$ cat src/rtl/iserdes_pkg.sv
// Shared types and constants for the ISERDES word-alignment controller.
package iserdes_pkg;

  localparam int PIX_W = 12;
  localparam logic [PIX_W-1:0] TRAIN_WORD_DEF = 12'hF00;

  typedef enum logic [2:0] {
    ST_IDLE,
    ST_SETTLE,
    ST_CHECK,
    ST_SLIP,
    ST_LOCKED,
    ST_FAIL
  } align_state_t;

endpackage

$ cat src/rtl/iserdes_align_ctrl.sv
// Word-alignment FSM: slips the ISERDES until the training word frames,
// declares lock, and retrains automatically on sustained mismatches.
module iserdes_align_ctrl
  import iserdes_pkg::*;
#(
  parameter logic [PIX_W-1:0] TRAIN_WORD    = TRAIN_WORD_DEF,
  parameter int               SETTLE_CYCLES = 4,
  parameter int               MATCH_COUNT   = 16,
  parameter int               MAX_SLIPS     = 12,
  parameter int               LOSS_COUNT    = 4
) (
  input  logic             clk_div_out,
  input  logic             rst,
  input  logic             serdes_rdy,
  input  logic             start,
  input  logic             track_en,
  input  logic [PIX_W-1:0] data_in,
  output logic             bitslip,
  output logic             busy,
  output logic             aligned,
  output logic             align_err,
  output logic             lock_lost,
  output logic [3:0]       slip_count
);

  localparam int WAIT_W  = (SETTLE_CYCLES > 1) ? $clog2(SETTLE_CYCLES) : 1;
  localparam int MATCH_W = $clog2(MATCH_COUNT + 1);
  localparam int MISS_W  = $clog2(LOSS_COUNT + 1);

  localparam logic [WAIT_W-1:0]  WAIT_LOAD = WAIT_W'(SETTLE_CYCLES - 1);
  localparam logic [MATCH_W-1:0] MATCH_MAX = MATCH_W'(MATCH_COUNT);
  localparam logic [MISS_W-1:0]  MISS_MAX  = MISS_W'(LOSS_COUNT);
  localparam logic [3:0]         SLIP_MAX  = 4'(MAX_SLIPS);

  align_state_t       state;
  logic [WAIT_W-1:0]  wait_cnt;
  logic [MATCH_W-1:0] match_cnt;
  logic [MISS_W-1:0]  miss_cnt;
  logic               word_ok;

  assign word_ok = (data_in == TRAIN_WORD);

  function automatic logic [WAIT_W-1:0] wait_dec(input logic [WAIT_W-1:0] v);
    return (v == '0) ? v : v - WAIT_W'(1);
  endfunction

  function automatic logic [MATCH_W-1:0] match_inc(input logic [MATCH_W-1:0] v);
    return (v == MATCH_MAX) ? v : v + MATCH_W'(1);
  endfunction

  function automatic logic [MISS_W-1:0] miss_inc(input logic [MISS_W-1:0] v);
    return (v == MISS_MAX) ? v : v + MISS_W'(1);
  endfunction

  function automatic logic [3:0] slip_inc(input logic [3:0] v);
    return (v == SLIP_MAX) ? v : v + 4'd1;
  endfunction

  // Outputs are written together with the next state so they always
  // describe the state being entered.
  always_ff @(posedge clk_div_out or posedge rst) begin
    if (rst) begin
      state      <= ST_IDLE;
      wait_cnt   <= '0;
      match_cnt  <= '0;
      miss_cnt   <= '0;
      slip_count <= '0;
      bitslip    <= 1'b0;
      busy       <= 1'b0;
      aligned    <= 1'b0;
      align_err  <= 1'b0;
      lock_lost  <= 1'b0;
    end else begin
      bitslip   <= 1'b0;
      lock_lost <= 1'b0;
      if (!serdes_rdy) begin
        // slip_count is deliberately kept for post-mortem debug
        state     <= ST_IDLE;
        busy      <= 1'b0;
        aligned   <= 1'b0;
        align_err <= 1'b0;
        match_cnt <= '0;
        miss_cnt  <= '0;
      end else begin
        unique case (state)
          ST_IDLE: begin
            if (start) begin
              state      <= ST_SETTLE;
              wait_cnt   <= WAIT_LOAD;
              slip_count <= '0;
              busy       <= 1'b1;
            end
          end
          ST_SETTLE: begin
            if (wait_cnt == '0) begin
              state     <= ST_CHECK;
              match_cnt <= '0;
            end else begin
              wait_cnt <= wait_dec(wait_cnt);
            end
          end
          ST_CHECK: begin
            if (word_ok) begin
              match_cnt <= match_inc(match_cnt);
              if (match_inc(match_cnt) == MATCH_MAX) begin
                state    <= ST_LOCKED;
                busy     <= 1'b0;
                aligned  <= 1'b1;
                miss_cnt <= '0;
              end
            end else if (slip_count < SLIP_MAX) begin
              state      <= ST_SLIP;
              bitslip    <= 1'b1;
              slip_count <= slip_inc(slip_count);
            end else begin
              state     <= ST_FAIL;
              busy      <= 1'b0;
              align_err <= 1'b1;
            end
          end
          ST_SLIP: begin
            state    <= ST_SETTLE;
            wait_cnt <= WAIT_LOAD;
          end
          ST_LOCKED: begin
            if (start) begin
              state      <= ST_SETTLE;
              wait_cnt   <= WAIT_LOAD;
              slip_count <= '0;
              busy       <= 1'b1;
              aligned    <= 1'b0;
              miss_cnt   <= '0;
            end else if (!track_en || word_ok) begin
              miss_cnt <= '0;
            end else if (miss_inc(miss_cnt) == MISS_MAX) begin
              state      <= ST_SETTLE;
              wait_cnt   <= WAIT_LOAD;
              slip_count <= '0;
              busy       <= 1'b1;
              aligned    <= 1'b0;
              lock_lost  <= 1'b1;
              miss_cnt   <= '0;
            end else begin
              miss_cnt <= miss_inc(miss_cnt);
            end
          end
          ST_FAIL: begin
            if (start) begin
              state      <= ST_SETTLE;
              wait_cnt   <= WAIT_LOAD;
              slip_count <= '0;
              busy       <= 1'b1;
              align_err  <= 1'b0;
            end
          end
          default: begin
            state <= ST_IDLE;
            busy  <= 1'b0;
          end
        endcase
      end
    end
  end

endmodule
$ cat config.mk
export PLATFORM = sky130hd
export DESIGN_NAME = iserdes_align_ctrl
export DESIGN_NICKNAME = d
export VERILOG_FILES = /design/src/rtl/iserdes_pkg.sv /design/src/rtl/iserdes_align_ctrl.sv
export SDC_FILE = /design/constraint.sdc
export NUM_CORES = 1
export LEC_CHECK = 0
export CORE_ASPECT_RATIO = 0.9
export CORE_MARGIN = 1.5
export CORE_UTILIZATION = 40
export DETAILED_ROUTE_END_ITERATION = 10
export PLACE_DENSITY = 0.71
export SYNTH_ARGS = -nofsm -noshare
export SYNTH_HDL_FRONTEND = slang
export SYNTH_SLANG_ARGS = --single-unit
$ cat constraint.sdc
create_clock -name clk_div_out -period 4.2 [get_ports clk_div_out]
set_input_delay 0.42 -clock clk_div_out [delete_from_list [all_inputs] [get_ports clk_div_out]]
set_output_delay 0.42 -clock clk_div_out [all_outputs]
set_load 0.005 [all_outputs]
==> results of run 1 <==
[power groups by stage]
stage	Sequential (mW)	Clock, mW	Combinational [mW]
detailed placement	0.242	0	0.0945
CTS	0.237	0.204	0.0946
floorplan	0.238	0	0.0600
finish	0.237	0.204	0.0944
global route	0.240	0.214	0.106
global placement	0.240	0	0.0890
[worst min-delay path by stage]
stage | slack, ns | cells after the start | endpoint
final | 0.52 | 1 | wait_cnt[1]
after detailed placement | 0.50 | 1 | wait_cnt[1]
after global routing | 0.53 | 1 | wait_cnt[1]
after global placement | 0.48 | 1 | wait_cnt[1]
after floorplan | 0.41 | 1 | align_err
after CTS | 0.52 | 1 | wait_cnt[1]
[synthesized netlist by cell type (2+ instances only)]
master    instances
nor2_1           17
o21ai_0          11
clkbuf_1          3
o21a_1            3
a221oi_1          2
a211oi_1          2
mux2_2            2
a21oi_1          10
nor3_1            3
nor2b_1           5
o41ai_1           2
o31ai_1           5
o31a_1            2
inv_1            14
a31oi_1           3
nand4b_1          3
nand2_1           8
nand3_1           6
nand2b_1          5
nand3b_1          2
and2_1            3
ha_1              6
dfrtp_1          22
[area by class of cell]
cell class	count	area share (%)
sequential	22	30.7
multi-input combinational	123	45.3
inverter	14	2.93
tap	44	3.07
timing repair buffer	25	14.0
clock inverter	1	1.68
clock buffer	3	2.30
[sequential cells by signal (all words and copies together) (netlist names)]
signal,cells
lock_lost,1
align_err,1
match_cnt,5
state,3
slip_count,4
wait_cnt,2
aligned,1
bitslip,1
miss_cnt,3
busy,1
[per-layer routing]
metal  GRT usage [%]  part of all wire, %  vias up
met2            32.0                   49       57
met3            4.14                  6.0        8
met1            24.0                   43      653
met5               0                    0        -
met4            5.83                  1.8        0
li1                -                    -      646
[worst reg2reg max path, stage by stage, from the launching register on]
cell and delay [ns]:
dfrtp_1 0.44, inv_1 0.08, ha_1 0.34, nand2b_1 0.19, or3b_2 0.50, a21oi_1 0.15, nor3_1 0.06, a221o_1 0.33
a221oi_1 0.31
[cells by family (layout without fill, tap and decap cells)]
family | count (synthesis) | after routing | synth area share, %
AOI/OAI and AO/OA | 49 | 49 | 22.5
and+or+nand+nor | 64 | 64 | 25.9
buffers and inverters | 18 | 43 | 5.22
muxes | 3 | 3 | 2.26
DFF | 22 | 22 | 38.3
adders and majority gates | 6 | 6 | 5.22
xor gates and xnor gates | 1 | 1 | 0.609
==> flow_summary.yaml, run 1 <==
layout:
  final_area_um2: 1790
  fill_cells: 323
  layoutNonFillerInstCount: 232
  final_util_pct: 52.6
  layout_commonest_cell: "clkdlybuf4s50_1"
  drive_above_1_share_pct: 5.85
  register_area_um2: 551
  multi_input_area_um2: 812
  layout_common_cells: "clkdlybuf4s50_1 (25), dfrtp_1 (22), nor2_1 (17)"
  diodes: 0
  layout.nets: 212
  area_growth_syn_to_layout_pct: 24.6
yosys:
  syn_nets: 186
  netlist_instances: 163
  async_flop_share_pct: 100
  syn-cell-area_um2: 1440
  yosys.area.top_type_share_pct: 38.3
  ys_ff_latch: 22
  synth-edff-count: 0
  synth.distinct_cells: 47
  synth_area_leaders: "dfrtp_1 (38%), ha_1 (5.2%), nor2_1 (4.4%)"
  ys.flop_type: "dfrtp_1"
  yosysWarningCount: 0
  yosysSeqAreaShare_pct: 38.3
  syn_avg_cell_area_um2: 8.82
  yosysTopAreaCell: "dfrtp_1"
timing:
  tightest_slew_ns: 0.845
  timing.hold.ws_ns: 0.515
  fmax_mhz: 399
  min_period_ns: 2.50
  setup_slack_ns: 1.70
  rsz0062_at_grt: "no"
  period_share_pct: 59.6
  hold_violations: 0
  slew_headroom_pct: 43.6
  final-setup-viol-count: 0
  drv_slew: 0
  clock_skew_ns: 0.00485
  setup_tns_ns: 0
worst_setup_path:
  arrival_ns: 2.67
  end_kind: "register"
  endpoint: "state[0]"
  rrSetupSlack_ns: 1.70
  critPathBufInv: 1
  crit_family: "compound AO/OA/AOI/OAI gates"
  cp.depth: 8
  cpMaxStageDelayCell: "or3b_2"
  path_cells: "inv_1 > ha_1 > nand2b_1 > or3b_2 > a21oi_1 > nor3_1 > a221o_1 > a221oi_1"
  required_ns: 4.37
  cp-startpoint: "miss_cnt[0]"
  max_stage_delay_ns: 0.50
  r2r_cells: 8
  start_kind: "register"
  reg2reg_to: "state[0]"
  reg2reg_from: "miss_cnt[0]"
  cp_max_fo: 6
  criticalPathCategory: "register to register"
floorplan:
  die_w_um: 66.2
  ios: 26
  dieHeight_um: 59.9
  die_area_um2: 3960
  rows: 20
  coreArea_um2: 3400
  start_util_pct: 42.2
cts:
  cts_max_level: 1
  cts.sinks: 22
  cts_tree: "built"
  clk_pin_slew_worst_paths_ns: 0.09
  numCtsBuffers: 3
  postCtsResizedCells: 0
  clk_path_buf_depth: 2
  ctsHoldBuffers: 0
  clkLatencyLatePin_ns: 0.27
  clockRootBuffer: "clkbuf_8"
  post_cts_buffers: 0
detailed_routing:
  drc: 0
  drtAntennaViolNets: 0
  num_vias: 1364
  via_per_inst: 5.88
  first_iter_violations: 90
  wl_per_cell_um: 14.6
  routed_wl_um: 3400
  first_pass_iters: 5
placed_design:
  io_buffer_count: 25
  dp_hpwl_um: 2560
  gp_congestion: 0.971
  dp_cells: 228
  dpl_worst_slack_ns: 1.47
  placed_area_um2: 1720
grt:
  grt_first_pass_wirelength_um: 5820
  antenna_found_initial: 0
  grt_max_degree: 23
  grt_use_total_pct: 18.8
  grt_pass1_vias: 1305
  overflow: 0
outcome:
  outcome: "finished, final reports clean"
pwr:
  p_sw_share_pct: 25.7
  p_clk_share_pct: 38.1
  power.switching_mw: 0.138
  pwr_density_cell_nw_per_um2: 299
  seqPwrFrac_pct: 44.3
  power_frac_comb_pct: 17.6
  ir_drop_uv: 142
  finalPower_mw: 0.536
  p_leak_nw: 0.747
  intPower_mw: 0.398
worst_hold_path:
  min_from: "wait_cnt[1]"
  hp-class: "register to register"
run:
  drv_cap: 0
Power figures use the tool's default switching activity.
==> run 2: changes to the inputs <==
- clock period: 4.2 -> 2.55 ns (I/O delays scaled with it)
==> flow_summary.yaml, run 2 (synthesized netlist as in run 1, its figures left out) <==
layout:
  area_growth_syn_to_layout_pct: 27.6
  regMostFlops: "match_cnt"
  diodes: 0
  fill_cells: 320
  layout.nets: 217
  layout_commonest_cell: "clkdlybuf4s50_1"
  top_regs: "match_cnt (5), slip_count (4)"
  final_util_pct: 53.9
  layout_common_cells: "clkdlybuf4s50_1 (25), dfrtp_1 (22), nor2_1 (17)"
  drive_above_1_share_pct: 8.81
  largest_reg_flops: 5
pwr:
  pwr_density_cell_nw_per_um2: 479
  p_leak_nw: 0.771
  ir_drop_uv: 260
timing:
  rsz0062_at_grt: "no"
  hold_violations: 0
  clock_skew_ns: 0.00104
  tightest_slew_ns: 0.849
  final-setup-viol-count: 0
  setup_tns_ns: 0
  period_share_pct: 94.5
  min_period_ns: 2.41
  fmax_mhz: 415
  drv_slew: 0
  timing.hold.ws_ns: 0.459
  slew_headroom_pct: 43.3
detailed_routing:
  wl_per_cell_um: 13.8
  drc: 0
  num_vias: 1351
  first_iter_violations: 42
  via_per_inst: 5.70
  drtAntennaViolNets: 0
  routed_wl_um: 3280
  first_pass_iters: 4
grt:
  grt_pass1_vias: 1304
  grt_use_total_pct: 18.3
  antenna_found_initial: 0
  grt_first_pass_wirelength_um: 5510
  overflow: 0
  grt_max_degree: 23
cts:
  cts.sinks: 22
  clk_pin_slew_worst_paths_ns: 0.08
  clk_path_buf_depth: 2
  ctsHoldBuffers: 0
  numCtsBuffers: 3
  clkLatencyLatePin_ns: 0.27
  cts_max_level: 1
  cts_tree: "built"
  clockRootBuffer: "clkbuf_8"
floorplan:
  dieHeight_um: 59.9
  die_w_um: 66.2
  rows: 20
  ios: 26
  coreArea_um2: 3400
  die_area_um2: 3960
  start_util_pct: 42.2
worst_hold_path:
  hp-class: "input pin to async pin"
placed_design:
  dp_hpwl_um: 2520
  io_buffer_count: 25
  gp_congestion: 0.956
worst_setup_path:
  cp_max_fo: 4
  rrSetupSlack_ns: 0.14
  end_kind: "register"
  start_kind: "register"
  arrival_ns: 2.57
  criticalPathCategory: "register to register"
  required_ns: 2.71
run:
  drv_cap: 0
outcome:
  outcome: "finished, final reports clean"
[run 2: changes by cell type in the layout (fill, tap and decap cells not counted), sizes merged]
cell	previous run	this run
buf	0	5
[run 2: critical path: stages (launching register included)]
cell	delay, ns
dfrtp_1	0.39
inv_1	0.05
ha_1	0.32
nand2b_1	0.19
or3b_2	0.51
a21oi_1	0.17
nor3_1	0.06
a221o_1	0.31
a211o_1	0.30
[run 2: path summary, 6_finish.rpt]
kind | startpoint | to | depth (start not counted)
setup reg to reg | miss_cnt[1] | busy | 8
max in group asynchronous | rst | lock_lost | 2
hold / removal | rst | slip_count[1] | 2
min in group clk_div_out | wait_cnt[1] | wait_cnt[1] | 1
hold reg to reg | wait_cnt[1] | wait_cnt[1] | 1
setup / recovery | miss_cnt[1] | busy | 8
[run 2: per-layer routing]
layer  share of wire, %  track usage [%]  up-vias
met4                1.4             6.12        0
li1                   -                -      659
met3                5.2             3.95        4
met2                 50             33.3       48
met1                 43             21.3      640
met5                  0                0        -
[run 2: layout make-up]
class                      instances  area (µm²)  area share, %
multi-input combinational        123         817           44.5
sequential                        22         551           30.0
timing repair buffer              30         288           15.7
tap                               44        55.1           3.00
inverter                          14        52.6           2.86
clock buffer                       3        41.3           2.25
clock inverter                     1        30.0           1.64
[run 2: repair_timing]
item                       4_1_cts  5_1_grt
resized for setup                0        1
setup buffers                    0        0
setup endpoints to repair        0        1
[run 2: report_power, final]
| part | switching, mW | leakage [nW] | total (mW) | internal (mW) |
|---|---|---|---|---|
| logic | 0.0763 | 0.439 | 0.156 | 0.0800 |
| clock network | 0.123 | 0.0357 | 0.333 | 0.210 |
| registers | 0.0197 | 0.297 | 0.390 | 0.370 |
| total | 0.219 | 0.771 | 0.879 | 0.660 |
[run 2: per-stage QoR]
stage | area (µm²) | std cells | setup slack, ns | total power, mW
2_1_floorplan | 1440 | 163 | 0.256 | 0.491
3_3_place_gp | 1760 | 233 | 0.117 | 0.547
3_5_place_dp | 1760 | 233 | 0.0118 | 0.554
4_1_cts | 1830 | 237 | 0.123 | 0.886
5_1_grt | 1830 | 237 | 0.0139 | 0.925
6_report | 1830 | 237 | 0.141 | 0.879
